File: src/rtl/hazard_stall_unit_if.sv
// hazard_stall_unit_if: ID-stage hazard signals between the decode logic
// (master) and the hazard stall unit (slave).
interface hazard_stall_unit_if #(
  parameter int STALL_CNT_W = 16
);
  logic                   id_ex_mem_read;
  logic [4:0]             id_ex_write_reg_addr;
  logic [4:0]             if_id_instr_rs;
  logic [4:0]             if_id_instr_rt;
  logic                   if_id_uses_rt;
  logic                   if_id_md_start;
  logic                   if_id_reads_hilo;
  logic                   branch_taken;
  logic                   pc_write;
  logic                   if_id_write;
  logic                   id_ex_flush;
  logic                   if_id_flush;
  logic                   md_busy;
  logic                   md_done;
  logic [STALL_CNT_W-1:0] stall_cycles;

  modport master (
    output id_ex_mem_read, id_ex_write_reg_addr, if_id_instr_rs, if_id_instr_rt,
           if_id_uses_rt, if_id_md_start, if_id_reads_hilo, branch_taken,
    input  pc_write, if_id_write, id_ex_flush, if_id_flush, md_busy, md_done,
           stall_cycles
  );

  modport slave (
    input  id_ex_mem_read, id_ex_write_reg_addr, if_id_instr_rs, if_id_instr_rt,
           if_id_uses_rt, if_id_md_start, if_id_reads_hilo, branch_taken,
    output pc_write, if_id_write, id_ex_flush, if_id_flush, md_busy, md_done,
           stall_cycles
  );
endinterface

File: src/rtl/hazard_stall_unit.sv
// hazard_stall_unit: decode-stage load-use / mult-div hazard controller.
// Drives PC and IF/ID write enables and the ID/EX bubble, tracks the
// mult/div busy window and counts stalled cycles (saturating).
// Optional macro BRANCH_FLUSH_EN: squash the IF/ID instruction on a taken,
// unstalled branch; when undefined if_id_flush is tied low (delay slot).
//
// state | meaning
// IDLE  | mult/div unit free, a new issue may be accepted
// BUSY  | mult/div in progress, cnt counts down to the md_done cycle
module hazard_stall_unit #(
  parameter int MD_LATENCY  = 32,
  parameter int STALL_CNT_W = 16
) (
  input  logic               clk,
  input  logic               rst_n,
  hazard_stall_unit_if.slave bus
);

  typedef enum logic {IDLE, BUSY} md_state_e;

  localparam logic [5:0] CNT_LOAD = 6'(MD_LATENCY - 1);

  md_state_e              state_q, state_d;
  logic [5:0]             cnt_q, cnt_d;
  logic [STALL_CNT_W-1:0] stall_cnt_q;
  logic                   busy;
  logic                   done;
  logic                   load_use;
  logic                   md_hazard;
  logic                   stall;

  // Hazard detection; everything is gated by rst_n so reset forces outputs.
  assign busy      = rst_n && (state_q == BUSY);
  assign load_use  = bus.id_ex_mem_read && (bus.id_ex_write_reg_addr != 5'd0) &&
                     ((bus.id_ex_write_reg_addr == bus.if_id_instr_rs) ||
                      (bus.if_id_uses_rt &&
                       (bus.id_ex_write_reg_addr == bus.if_id_instr_rt)));
  assign md_hazard = busy && (bus.if_id_md_start || bus.if_id_reads_hilo);
  assign stall     = rst_n && (load_use || md_hazard);

  // Pipeline register controls.
  assign bus.pc_write    = rst_n && !stall;
  assign bus.if_id_write = rst_n && !stall;
  assign bus.id_ex_flush = !rst_n || stall;
`ifdef BRANCH_FLUSH_EN
  assign bus.if_id_flush = rst_n && bus.branch_taken && !stall;
`else
  assign bus.if_id_flush = 1'b0;
`endif
  assign bus.md_busy      = busy;
  assign bus.md_done      = done;
  assign bus.stall_cycles = rst_n ? stall_cnt_q : '0;

  // Mult/div FSM state register.
  always_ff @(posedge clk) begin
    if (!rst_n) begin
      state_q <= IDLE;
      cnt_q   <= 6'd0;
    end else begin
      state_q <= state_d;
      cnt_q   <= cnt_d;
    end
  end

  // Mult/div next state; an issue is only accepted from IDLE when ID is not stalled.
  always_comb begin
    state_d = state_q;
    cnt_d   = cnt_q;
    done    = 1'b0;
    case (state_q)
      IDLE: begin
        if (bus.if_id_md_start && !stall) begin
          state_d = BUSY;
          cnt_d   = CNT_LOAD;
        end
      end
      BUSY: begin
        if (cnt_q == 6'd0) begin
          done    = rst_n;
          state_d = IDLE;
        end else begin
          cnt_d = cnt_q - 6'd1;
        end
      end
      default: state_d = IDLE;
    endcase
  end

  // Saturating stall-cycle counter: one count per stalled edge.
  always_ff @(posedge clk) begin
    if (!rst_n) begin
      stall_cnt_q <= '0;
    end else if (stall && (stall_cnt_q != '1)) begin
      stall_cnt_q <= stall_cnt_q + 1'b1;
    end
  end

endmodule

File: src/flat_wrapper.sv
// flat-port wrapper written by rule: the top's interface ports become plain ports
module hazard_stall_unit_flat 
#(
  parameter int MD_LATENCY  = 32,
  parameter int STALL_CNT_W = 16
)
  (clk, rst_n, bus_id_ex_mem_read, bus_id_ex_write_reg_addr, bus_if_id_instr_rs, bus_if_id_instr_rt, bus_if_id_uses_rt, bus_if_id_md_start, bus_if_id_reads_hilo, bus_branch_taken, bus_pc_write, bus_if_id_write, bus_id_ex_flush, bus_if_id_flush, bus_md_busy, bus_md_done, bus_stall_cycles);
  hazard_stall_unit_if #(.STALL_CNT_W(STALL_CNT_W)) bus_i ();
  input  logic clk;
  input  logic rst_n;
  input wire logic [$bits(bus_i.id_ex_mem_read)-1:0] bus_id_ex_mem_read;
  input wire logic [$bits(bus_i.id_ex_write_reg_addr)-1:0] bus_id_ex_write_reg_addr;
  input wire logic [$bits(bus_i.if_id_instr_rs)-1:0] bus_if_id_instr_rs;
  input wire logic [$bits(bus_i.if_id_instr_rt)-1:0] bus_if_id_instr_rt;
  input wire logic [$bits(bus_i.if_id_uses_rt)-1:0] bus_if_id_uses_rt;
  input wire logic [$bits(bus_i.if_id_md_start)-1:0] bus_if_id_md_start;
  input wire logic [$bits(bus_i.if_id_reads_hilo)-1:0] bus_if_id_reads_hilo;
  input wire logic [$bits(bus_i.branch_taken)-1:0] bus_branch_taken;
  output wire logic [$bits(bus_i.pc_write)-1:0] bus_pc_write;
  output wire logic [$bits(bus_i.if_id_write)-1:0] bus_if_id_write;
  output wire logic [$bits(bus_i.id_ex_flush)-1:0] bus_id_ex_flush;
  output wire logic [$bits(bus_i.if_id_flush)-1:0] bus_if_id_flush;
  output wire logic [$bits(bus_i.md_busy)-1:0] bus_md_busy;
  output wire logic [$bits(bus_i.md_done)-1:0] bus_md_done;
  output wire logic [$bits(bus_i.stall_cycles)-1:0] bus_stall_cycles;
  assign bus_i.id_ex_mem_read = bus_id_ex_mem_read;
  assign bus_i.id_ex_write_reg_addr = bus_id_ex_write_reg_addr;
  assign bus_i.if_id_instr_rs = bus_if_id_instr_rs;
  assign bus_i.if_id_instr_rt = bus_if_id_instr_rt;
  assign bus_i.if_id_uses_rt = bus_if_id_uses_rt;
  assign bus_i.if_id_md_start = bus_if_id_md_start;
  assign bus_i.if_id_reads_hilo = bus_if_id_reads_hilo;
  assign bus_i.branch_taken = bus_branch_taken;
  assign bus_pc_write = bus_i.pc_write;
  assign bus_if_id_write = bus_i.if_id_write;
  assign bus_id_ex_flush = bus_i.id_ex_flush;
  assign bus_if_id_flush = bus_i.if_id_flush;
  assign bus_md_busy = bus_i.md_busy;
  assign bus_md_done = bus_i.md_done;
  assign bus_stall_cycles = bus_i.stall_cycles;
  hazard_stall_unit #(.MD_LATENCY(MD_LATENCY), .STALL_CNT_W(STALL_CNT_W)) u_core (.clk(clk), .rst_n(rst_n), .bus(bus_i));
endmodule
File: config.mk
export PLATFORM = sky130hd
export DESIGN_NAME = hazard_stall_unit_flat
export DESIGN_NICKNAME = d
export VERILOG_FILES = /design/src/rtl/hazard_stall_unit_if.sv /design/src/rtl/hazard_stall_unit.sv /design/src/flat_wrapper.sv
export SDC_FILE = /design/constraint.sdc
export NUM_CORES = 1
export LEC_CHECK = 0
export CORE_MARGIN = 2
export CORE_UTILIZATION = 45
export CTS_BUF_LIST = sky130_fd_sc_hd__clkbuf_2
export DETAILED_ROUTE_END_ITERATION = 10
export PLACE_DENSITY = 0.78
export SLEW_MARGIN = 20
export SYNTH_ARGS = -nofsm -noshare
export SYNTH_HDL_FRONTEND = slang
export SYNTH_SLANG_ARGS = --single-unit
File: constraint.sdc
create_clock -name clk -period 3 [get_ports clk]
set_clock_uncertainty 0.1 [all_clocks]
set_input_delay 0.45 -clock clk [delete_from_list [all_inputs] [get_ports clk]]
set_output_delay 0.45 -clock clk [all_outputs]
set_load 0.005 [all_outputs]
# Word level (Yosys, flattened, before mapping)

Cells that the tools add are included.

Flip-flop bits (word level): 23
Input bits: 22
Output and inout port bits: 22
Logic and storage cells: 38

Add/subtract/negate cells: 2
Eq/ne operators: 5
Multiplexer cells: 9
Bitwise logic cells: 1
Reductions and logical operators: 18

Operator list:

| cell                                                                     | count |
|---|---|
| 16-bit by 1-bit adder with 16-bit output (second input constant)         | 1 |
| 16-bit two-way mux                                                       | 1 |
| 16-bit inequality test (second input constant)                           | 1 |
| 6-bit two-way mux                                                        | 2 |
| 6-bit case mux with 2 select lines                                       | 1 |
| 5-bit == test                                                            | 2 |
| 1-bit logical AND                                                        | 9 |
| 6-bit logical NOT                                                        | 1 |
| 6-bit by 1-bit subtractor with 6-bit output (second input constant)      | 1 |
| 5-bit nonzero test                                                       | 1 |
| 1-bit logical OR                                                         | 4 |
| 1-bit two-way mux                                                        | 4 |
| 1-bit logical NOT                                                        | 2 |
| 2-bit by 1-bit inequality test with 1-bit output (second input constant) | 1 |
| 2-bit inequality test (second input constant)                            | 1 |
| 1-bit case mux with 2 select lines                                       | 1 |
| 2-bit AND reduction                                                      | 1 |
| 1-bit inverter                                                           | 1 |

# Logic depth before layout (Yosys ltp)

Gate-level depths: netlist of the first run.

Depth in word-level cells: 10
Gate-level depth with buffers: 8
Gate-level depth less buffers: 8

# Worst setup path before layout of the first run

Ideal clock, no wire load.

Path type: input -> register
Start: input bus_id_ex_write_reg_addr[3]
End: register u_core.stall_cnt_q[13]
Library setup time: 0.121 ns
Data arrival time: 2.069 ns
Required time: 2.779 ns
Setup slack: 0.711 ns
Cell stages on the path: 7
Buffers on the path: 1
Cell sequence: xor2_1 > nor4_1 > a32oi_1 > o31a_1 > buf_2 > nor4_1 > mux2_2

Longest elaborated chain between the ends: 7
Elaborated cells between the ends (all ways): 10
Classes of those cells: 2 x eq/ne; 8 x reduce/logical

Ends and longest elaborated chain:

| what                   | RTL line                | text |
|---|---|---|
| start: declaration     | flat_wrapper.sv:12      | `input wire logic [$bits(bus_i.id_ex_write_reg_addr)-1:0] bus_id_ex_write_reg_addr;` |
| 5-bit == test          | hazard_stall_unit.sv:37 | `(bus.id_ex_write_reg_addr == bus.if_id_instr_rt)));` |
| 1-bit logical AND      | hazard_stall_unit.sv:36 | `(bus.if_id_uses_rt &&` |
| 1-bit logical OR       | hazard_stall_unit.sv:35 | `((bus.id_ex_write_reg_addr == bus.if_id_instr_rs) \|\|` |
| 1-bit logical AND (*)  | hazard_stall_unit.sv:34 | `assign load_use = bus.id_ex_mem_read && (bus.id_ex_write_reg_addr != 5'd0) &&` |
| 1-bit logical OR (*)   | hazard_stall_unit.sv:39 | `assign stall = rst_n && (load_use \|\| md_hazard);` |
| 1-bit logical AND (*)  | hazard_stall_unit.sv:39 |  |
| 1-bit logical AND (*)  | hazard_stall_unit.sv:93 | `end else if (stall && (stall_cnt_q != '1)) begin` |
| end signal: assignment | hazard_stall_unit.sv:94 | `stall_cnt_q <= stall_cnt_q + 1'b1;` |
| end: declaration       | hazard_stall_unit.sv:25 | `logic [STALL_CNT_W-1:0] stall_cnt_q;` |

Mark *: on every way between the ends. The rest lies on a longest branch, timed or not.
A chain may end at the register's enable or synchronous reset.

# Final worst setup path of the first run

Start: input bus_id_ex_write_reg_addr[0]
End: output bus_pc_write

Longest elaborated chain between the ends: 8
Elaborated cells between the ends (all ways): 11
Classes of those cells: 2 x eq/ne; 9 x reduce/logical

Ends and longest elaborated chain:

| what                  | RTL line                | text |
|---|---|---|
| 5-bit == test         | hazard_stall_unit.sv:37 |  |
| 1-bit logical AND     | hazard_stall_unit.sv:36 |  |
| 1-bit logical OR      | hazard_stall_unit.sv:35 |  |
| 1-bit logical AND (*) | hazard_stall_unit.sv:34 |  |
| 1-bit logical OR (*)  | hazard_stall_unit.sv:39 |  |
| 1-bit logical AND (*) | hazard_stall_unit.sv:39 |  |
| 1-bit logical NOT (*) | hazard_stall_unit.sv:42 | `assign bus.pc_write = rst_n && !stall;` |
| 1-bit logical AND (*) | hazard_stall_unit.sv:42 |  |
| end: declaration      | flat_wrapper.sv:19      | `output wire logic [$bits(bus_i.pc_write)-1:0] bus_pc_write;` |

Marks and branches as above.

==> results of run 1 <==
-- state kept, by name, indices dropped and copies added, names as in the netlist --
| register | count |
|---|---|
| u_core.cnt_q | 6 |
| u_core.stall_cnt_q | 16 |
| u_core.state_q | 1 |
-- cell usage after synthesis (2+ instances only) --
cell / count
sky130_fd_sc_hd__a211oi_1: 2
sky130_fd_sc_hd__a21oi_1: 8
sky130_fd_sc_hd__and2_1: 16
sky130_fd_sc_hd__buf_2: 3
sky130_fd_sc_hd__buf_4: 2
sky130_fd_sc_hd__clkbuf_1: 4
sky130_fd_sc_hd__dfxtp_1: 23
sky130_fd_sc_hd__ha_1: 2
sky130_fd_sc_hd__inv_1: 7
sky130_fd_sc_hd__mux2_2: 8
sky130_fd_sc_hd__nand2_1: 11
sky130_fd_sc_hd__nand3_1: 7
sky130_fd_sc_hd__nand4_1: 3
sky130_fd_sc_hd__nor2_1: 19
sky130_fd_sc_hd__nor3_1: 6
sky130_fd_sc_hd__nor4_1: 5
sky130_fd_sc_hd__o21a_1: 2
sky130_fd_sc_hd__o21ai_0: 8
sky130_fd_sc_hd__o31a_1: 2
sky130_fd_sc_hd__o31ai_1: 2
sky130_fd_sc_hd__or2_2: 2
sky130_fd_sc_hd__or3_1: 6
sky130_fd_sc_hd__or4_1: 3
sky130_fd_sc_hd__xor2_1: 10
-- kinds of logic (layout without fill, tap and decap cells) --
kind of cell               count (synthesis)  after routing
adders and majority gates                  2              2
xor gates and xnor gates                  11             11
and+or+nand+nor                           83             83
buffers and inverters                     16             62
AOI/OAI and AO/OA                         29             29
DFF                                       23             23
other                                      1              1
muxes                                      9              9
-- layout make-up --
cell class	count	area [sq um]
repair buffers	51	493
well taps	33	41.3
inverters	7	26.3
fillers	259	1060
flip-flops and latches	23	460
clock inverters	1	5.00
clock buffers	3	15.0
multi-input cells	135	877
-- per-stage QoR --
stage,TNS (ps),std cells
finish,0,253
global route,-64.7,253
CTS,0,251
detailed placement,-90.5,247
global placement,-40.1,247
floorplan,0,174
-- layout by cell type, fill, tap and decap left out, drive strengths merged, types with 3 or more instances in the layout --
| cell | count |
|---|---|
| dfxtp | 23 |
| or3 | 6 |
| inv | 7 |
| o21ai | 8 |
| nand2 | 11 |
| clkbuf | 3 |
| xor2 | 10 |
| mux2 | 8 |
| nand3 | 7 |
| dlymetal6s2s | 3 |
| or4 | 3 |
| buf | 10 |
| clkdlybuf4s50 | 38 |
| and2 | 16 |
| nand4 | 3 |
| a21oi | 8 |
| nor4 | 5 |
| nor3 | 6 |
| nor2 | 19 |
-- worst min path at each step --
| stage | cells after the start | slack, ps | startpoint | end |
|---|---|---|---|---|
| 2_1_floorplan | 1 | 350 | u_core.cnt_q[0] | u_core.cnt_q[0] |
| 3_3_place_gp | 2 | 370 | u_core.stall_cnt_q[15] | u_core.stall_cnt_q[15] |
| 3_5_place_dp | 2 | 390 | u_core.stall_cnt_q[15] | u_core.stall_cnt_q[15] |
| 4_1_cts | 2 | 420 | u_core.stall_cnt_q[15] | u_core.stall_cnt_q[15] |
| 5_1_grt | 2 | 440 | u_core.stall_cnt_q[15] | u_core.stall_cnt_q[15] |
| 6_report | 1 | 410 | u_core.cnt_q[2] | u_core.cnt_q[2] |
-- worst max-delay path, stage by stage --
cell and delay (ps):
sky130_fd_sc_hd__clkdlybuf4s50_1 430, sky130_fd_sc_hd__or4_4 540, sky130_fd_sc_hd__o21ai_2 150, sky130_fd_sc_hd__o21a_1 180, sky130_fd_sc_hd__nand2_1 80, sky130_fd_sc_hd__inv_1 70
sky130_fd_sc_hd__clkdlybuf4s50_1 490
-- metal layers --
metal / vias to the layer above / track usage, % / share of wire, %
met3: 4 / 3.28 / 3.9
li1: 706 / - / -
met5: - / 0 / 0
met1: 646 / 22.5 / 43
met2: 35 / 35.0 / 53
met4: 0 / 6.49 / 1.0
-- repair_timing --
item / 4_1_cts / 5_1_grt
setup endpoints to repair: 2 / 3
gates resized for setup: 1 / 8
cloned: 0 / 0
pin swaps: 0 / 3
setup buffers: 0 / 2
-- power by group through the flow --
stage,sequential (uW),clock [uW],combinational (uW)
2_1_floorplan,335,0,82.7
3_3_place_gp,341,0,135
3_5_place_dp,342,0,141
4_1_cts,336,125,142
5_1_grt,339,142,163
6_report,336,124,148
==> run summary, run 1 <==
Critical path
• worst r2r dst: u_core.stall_cnt_q[1]
• arrival time at the worst endpoint: 2400 ps
• critical path endpoint category: output port
• Worst Path Max Fanout: 2
• first element of the critical path: bus_id_ex_write_reg_addr[0]
• number of cells on the worst reg-to-reg path: 8
• reg-to-reg critical path startpoint: u_core.stall_cnt_q[0]
• required time of the critical path: 2450 ps
• minimum setup slack among reg-to-reg paths: 460 ps
• start-to-end type of the worst setup path: input pin to output port
• Critical Path End: bus_pc_write
• sort of element at the start of the critical path: input pin

Global routing
• wire length of the first global-routing pass: 5.24 mm
• all-layer global routing usage: 19.2%
• vias in the first global route: 1239
• largest net degree at the start of global routing: 21
• antenna violations before repair: 0
• residual overflow from global routing: 0

Yosys
• count of yosys warnings during synthesis: 0
• cell types with the largest area share after synthesis: sky130_fd_sc_hd__dfxtp_1 (33%), sky130_fd_sc_hd__and2_1 (7.3%), sky130_fd_sc_hd__mux2_2 (6.5%)
• post-synthesis share of cell area spent on and, or, nand and nor gates: 31.7%
• most common flop cell mapped by yosys: sky130_fd_sc_hd__dfxtp_1
• Mapped Nets: 198
• number of enable flip-flop cells after synthesis: 0
• number of synthesized register bits: 23
• per-instance average area after synthesis: 7.93 sq um
• largest family of logic cells by synthesized area: simple AND/OR/NAND/NOR gates
• number of standard cells after synthesis: 174
• share of async-settable or async-resettable flops after synthesis: 0%
• fraction of the mapped netlist area in compound gates: 13.4%
• sequential element share of the synthesized area: 33.4%
• synthesized cell area: 1380 sq um
• leading area contributor after synthesis: sky130_fd_sc_hd__dfxtp_1
• library cells used by synthesis: 37
• post-synthesis share of cell area spent on xor and xnor gates: 6.98%
• share of synthesized area spent on multiplexers: 7.25%
• post-synthesis share of cell area spent on full adders, half adders and majority gates: 1.81%
• area share of the largest cell type after synthesis: 33.4%

CTS
• post-cts hold buffer count: 0
• clock buffer depth: 2
• number of sinks handled by clock tree synthesis: 23
• clock latency at the later pin of the worst-skew pair: 330 ps
• Num CTS Buffers: 3
• CTS tree: built
• Clock Pin Slew Worst Setup and Hold Paths: 210 ps
• CTS Root Cell: sky130_fd_sc_hd__clkbuf_2
• number of levels the H-tree was split into: 1

Timing
• count of endpoints failing setup in the final report: 0
• count of endpoints failing hold in the final timing report: 0
• PnR worst setup slack: 45.6 ps
• Hold Slack: 415 ps
• worst slew margin relative to its limit: 66.0%
• Final Critical Period: 2950 ps
• Max Transition Viols Final: 0
• slew of the pin with the lowest slew margin: 509 ps
• maximum frequency from static timing analysis: 338 MHz
• share of the clock period used by the worst path: 98.5%

Floorplan
• horizontal extent of the die: 59.4 microns
• effective utilization at floorplan: 46.3%
• Die Span Y: 59.4 microns
• core area: 2980 sq um
• number of rows created at floorplan: 20
• die area: 3530 sq um
• I/O Pins: 44

Placement
• post-detail-place hpwl: 2.47 mm
• # port buffers: 41
• post-place instance area: 1850 sq um
• gpl congestion: 0.749
• post-placement worst setup slack: -42.5 ps

Status
• result of the run: complete, no violations

Power
• net switching fraction of the power: 29.1%
• overall power: 607 uW
• clock network power share: 20.4%
• total leakage power: 0.000728 uW
• areal power density over the cells: 317 nW/um^2
• Peak supply drop: 0.223 mV
• internal power: 430 uW
• Comb power frac: 24.3%
• relative contribution of sequential cells to total power: 55.3%
• NetSw: 177 uW

Worst hold path
• type of the tightest min-delay check: flip-flop to flip-flop

Drt
• length of the first detailed-routing pass in iterations: 5
• post-detailed-route via-to-cell ratio: 5.50
• Routed wire per std cell: 13.0 microns
• iteration-0 DRC count of the detailed router: 25
• drc violations: 0
• Detail Route Antenna Nets: 0
• Final Routed Wirelength: 3.29 mm
• vias post-DR: 1391

Layout
• synthesis-to-finish area growth: 39.0%
• Ant. Diodes: 0
• NumNets Final: 245
• final standard cell utilization of the core: 64.4%
• fraction of final layout cells with drive strength greater than 1: 13.2%
• post-route cell area: 1920 sq um

Job
• reported max-cap violation count: 0

No activity file was read; power rests on OpenSTA's default activity.
==> run 2: changes to the inputs <==
--- a/config.mk
+++ b/config.mk
@@ -9,6 +9,7 @@
 export CORE_UTILIZATION = 45
 export CTS_BUF_LIST = sky130_fd_sc_hd__clkbuf_2
 export DETAILED_ROUTE_END_ITERATION = 10
+export GPL_ROUTABILITY_DRIVEN = 0
 export PLACE_DENSITY = 0.78
 export SLEW_MARGIN = 20
 export SYNTH_ARGS = -nofsm -noshare
==> results of run 2 <==
Final layout, timing and power as in run 1 (identical DEF).
==> run 3: changes to the inputs <==
==> constraint.sdc (replaced) <==
create_clock -name clk -period 3.8 [get_ports clk]
set_clock_uncertainty 0.1 [all_clocks]
set_input_delay 0.57 -clock clk [delete_from_list [all_inputs] [get_ports clk]]
set_output_delay 0.57 -clock clk [all_outputs]
set_load 0.005 [all_outputs]
==> run 3 against run 2 <==
  * Wire length down 1.3%
  * Cell area fell by 4.9%
  * Die area stayed put
  * Cell count fell by 3.2%
  * Sequential power fell by 21%
  * Core utilization fell by 3.2 points
  * Largest power group unchanged
  * Largest cell class unchanged
  * Register-to-register slack better by 740 ps
  * Critical endpoint is now bus_if_id_write
  * Worst setup slack better by 360 ps
==> run summary, run 3 (same netlist as run 1, synthesis figures left out) <==
Status
• result of the run: complete, no violations

Power
• total leakage power: 0.000651 uW, -11%
• Peak supply drop: 0.239 mV, +7.2%
• areal power density over the cells: 262 nW/um^2, -17%

Floorplan
• number of rows created at floorplan: 20, unchanged
• I/O Pins: 44, unchanged
• die area: 3530 sq um, unchanged
• effective utilization at floorplan: 46.3%, unchanged
• Die Span Y: 59.4 microns, unchanged
• horizontal extent of the die: 59.4 microns, unchanged
• core area: 2980 sq um, unchanged

Critical path
• Worst path top cell family by delay: buffers and inverters
• buffers plus inverters on the worst setup path: 3, unchanged
• sort of element at the start of the critical path: input pin
• cell-by-cell trace of the critical path: clkdlybuf4s50_1 > or4_1 > o21ai_0 > o21a_1 > nand2_1 > inv_1 > clkdlybuf4s50_1
• CP dominant cell by count: sky130_fd_sc_hd__clkdlybuf4s50_1
• CP max stage delay: 540 ps, about the same
• highest-delay cell along the critical path: sky130_fd_sc_hd__or4_1
• critical path endpoint category: output port
• Worst Path Max Fanout: 3, +1
• start-to-end type of the worst setup path: input pin to output port
• reg-to-reg critical path startpoint: u_core.stall_cnt_q[0]
• number of cells on the worst reg-to-reg path: 7, -1
• required time of the critical path: 3130 ps, +680 ps
• worst r2r dst: u_core.stall_cnt_q[9]
• minimum setup slack among reg-to-reg paths: 1200 ps, +740 ps
• arrival time at the worst endpoint: 2720 ps, +320 ps

Placement
• # port buffers: 41, unchanged
• post-placement worst setup slack: 385 ps, +427 ps
• post-detail-place hpwl: 2.50 mm, +1.3%

Drt
• Routed met2 length: 1.73 mm, unchanged
• vias post-DR: 1349, -3.0%
• DR WL met3: 204 microns, +61%
• Detail Route Antenna Nets: 0, unchanged
• iteration-0 DRC count of the detailed router: 38, +52%
• post-detailed-route via-to-cell ratio: 5.51, +0.15%
• drc violations: 0, unchanged
• Routed wire per std cell: 13.3 microns, +1.9%
• length of the first detailed-routing pass in iterations: 4, -1
• Final Routed Wirelength: 3.25 mm, -1.3%
• Routed met1 length: 1.28 mm, -9.0%
• top routing layer in use: met4

Layout
• largest registers ranked by flip-flop count: u_core.stall_cnt_q: 16 flops, u_core.cnt_q: 6 flops, u_core.state_q: 1 flops
• Ant. Diodes: 0, unchanged
• leading cell type in the layout, fill and taps excluded: sky130_fd_sc_hd__clkdlybuf4s50_1
• filler instances: 287, +11%
• fraction of final layout cells with drive strength greater than 1: 7.55%, -5.6 points
• synthesis-to-finish area growth: 32.2%
• Biggest register: u_core.stall_cnt_q
• most frequent cells in the layout: sky130_fd_sc_hd__clkdlybuf4s50_1 (41), sky130_fd_sc_hd__dfxtp_1 (23), sky130_fd_sc_hd__nor2_1 (19)
• flip-flop count of the largest register after layout: 16, unchanged
• NumNets Final: 237, -3.3%

Timing
• RSZ-0062 raised after global routing: false
• slew of the pin with the lowest slew margin: 720 ps, +210 ps
• maximum frequency from static timing analysis: 295 MHz
• PnR worst setup slack: 406 ps, +360 ps
• worst slew margin relative to its limit: 52.0%, -14 points
• share of the clock period used by the worst path: 89.3%
• count of endpoints failing setup in the final report: 0, unchanged
• Max Transition Viols Final: 0, unchanged
• Fin Setup TNS: 0 ps, unchanged
• Final Critical Period: 3390 ps
• count of endpoints failing hold in the final timing report: 0, unchanged

Worst hold path
• start point of the worst min-delay path: u_core.cnt_q[2]
• type of the tightest min-delay check: flip-flop to flip-flop
• hold endpoint: u_core.cnt_q[2]
• hold path cells: 1, unchanged

CTS
• CTS tree: built
• clock buffer depth: 2, unchanged
• number of levels the H-tree was split into: 1, unchanged
• number of cells upsized or downsized after cts: 0, -1
• clock latency at the later pin of the worst-skew pair: 360 ps, +30 ps
• Post-CTS Setup Inserts: 0, unchanged
• CTS Root Cell: sky130_fd_sc_hd__clkbuf_2
• Num CTS Buffers: 3, unchanged
• post-cts hold buffer count: 0, unchanged
• number of sinks handled by clock tree synthesis: 23, unchanged
• Clock Pin Slew Worst Setup and Hold Paths: 220 ps, about the same

Global routing
• residual overflow from global routing: 0, unchanged
• vias in the first global route: 1255, +1.3%
• antenna violations before repair: 0, unchanged
• largest net degree at the start of global routing: 22, +4.8%
• wire length of the first global-routing pass: 5.19 mm, -0.94%
• all-layer global routing usage: 18.9%, -0.36 points

Job
• reported max-cap violation count: 0, unchanged

-- run 3: cell count changes in the layout (fill, tap and decap cells not counted), sizes merged --
| cell | before | now |
|---|---|---|
| dlymetal6s2s | 3 | 0 |
| buf | 10 | 2 |
| clkinvlp | 0 | 1 |
| clkdlybuf4s50 | 38 | 41 |
| clkinv | 1 | 0 |
-- run 3: worst max path at each step --
stage                                      from                     end  slack, ps  depth (start not counted)
floorplan           bus_id_ex_write_reg_addr[3]  u_core.stall_cnt_q[13]       1390                          7
global placement    bus_id_ex_write_reg_addr[0]         bus_if_id_write        430                          7
detailed placement  bus_id_ex_write_reg_addr[0]         bus_if_id_write        380                          7
CTS                 bus_id_ex_write_reg_addr[0]         bus_if_id_write        370                          7
global route        bus_id_ex_write_reg_addr[0]         bus_if_id_write        270                          7
finish              bus_id_ex_write_reg_addr[0]         bus_if_id_write        410                          7
-- run 3: metal layers --
layer  global-route usage (%)  vias to the layer above
met2                     36.1                       42
met4                     2.92                        0
met1                     20.6                      621
met5                        0                        -
li1                         -                      680
met3                     5.46                        6
-- run 3: metrics by stage --
stage / power, uW / instance area, sq um / instances / hold WS, ps / util [%]
after global placement: 369 / 1800 / 241 / 372 / 60.5
after CTS: 479 / 1820 / 245 / 407 / 61.3
final: 477 / 1820 / 245 / 412 / 61.3
after detailed placement: 375 / 1800 / 241 / 379 / 60.5
after global routing: 504 / 1820 / 245 / 448 / 61.3
after floorplan: 330 / 1380 / 174 / 353 / -
-- run 3: power by group --
part / switching [uW] / internal (uW) / total, uW
sequential: 12.6 / 253 / 266
clock: 82.3 / 24.4 / 107
combinational: 48.5 / 56.0 / 104
total: 143 / 334 / 477
-- run 3: cell type report --
cell class,instances,area [sq um],area share (%)
repair buffers,43,425,23.3
inverters,7,26.3,1.44
multi-input cells,135,848,46.5
well taps,33,41.3,2.26
clock buffers,3,15.0,0.823
flip-flops and latches,23,460,25.2
clock inverters,1,7.51,0.412
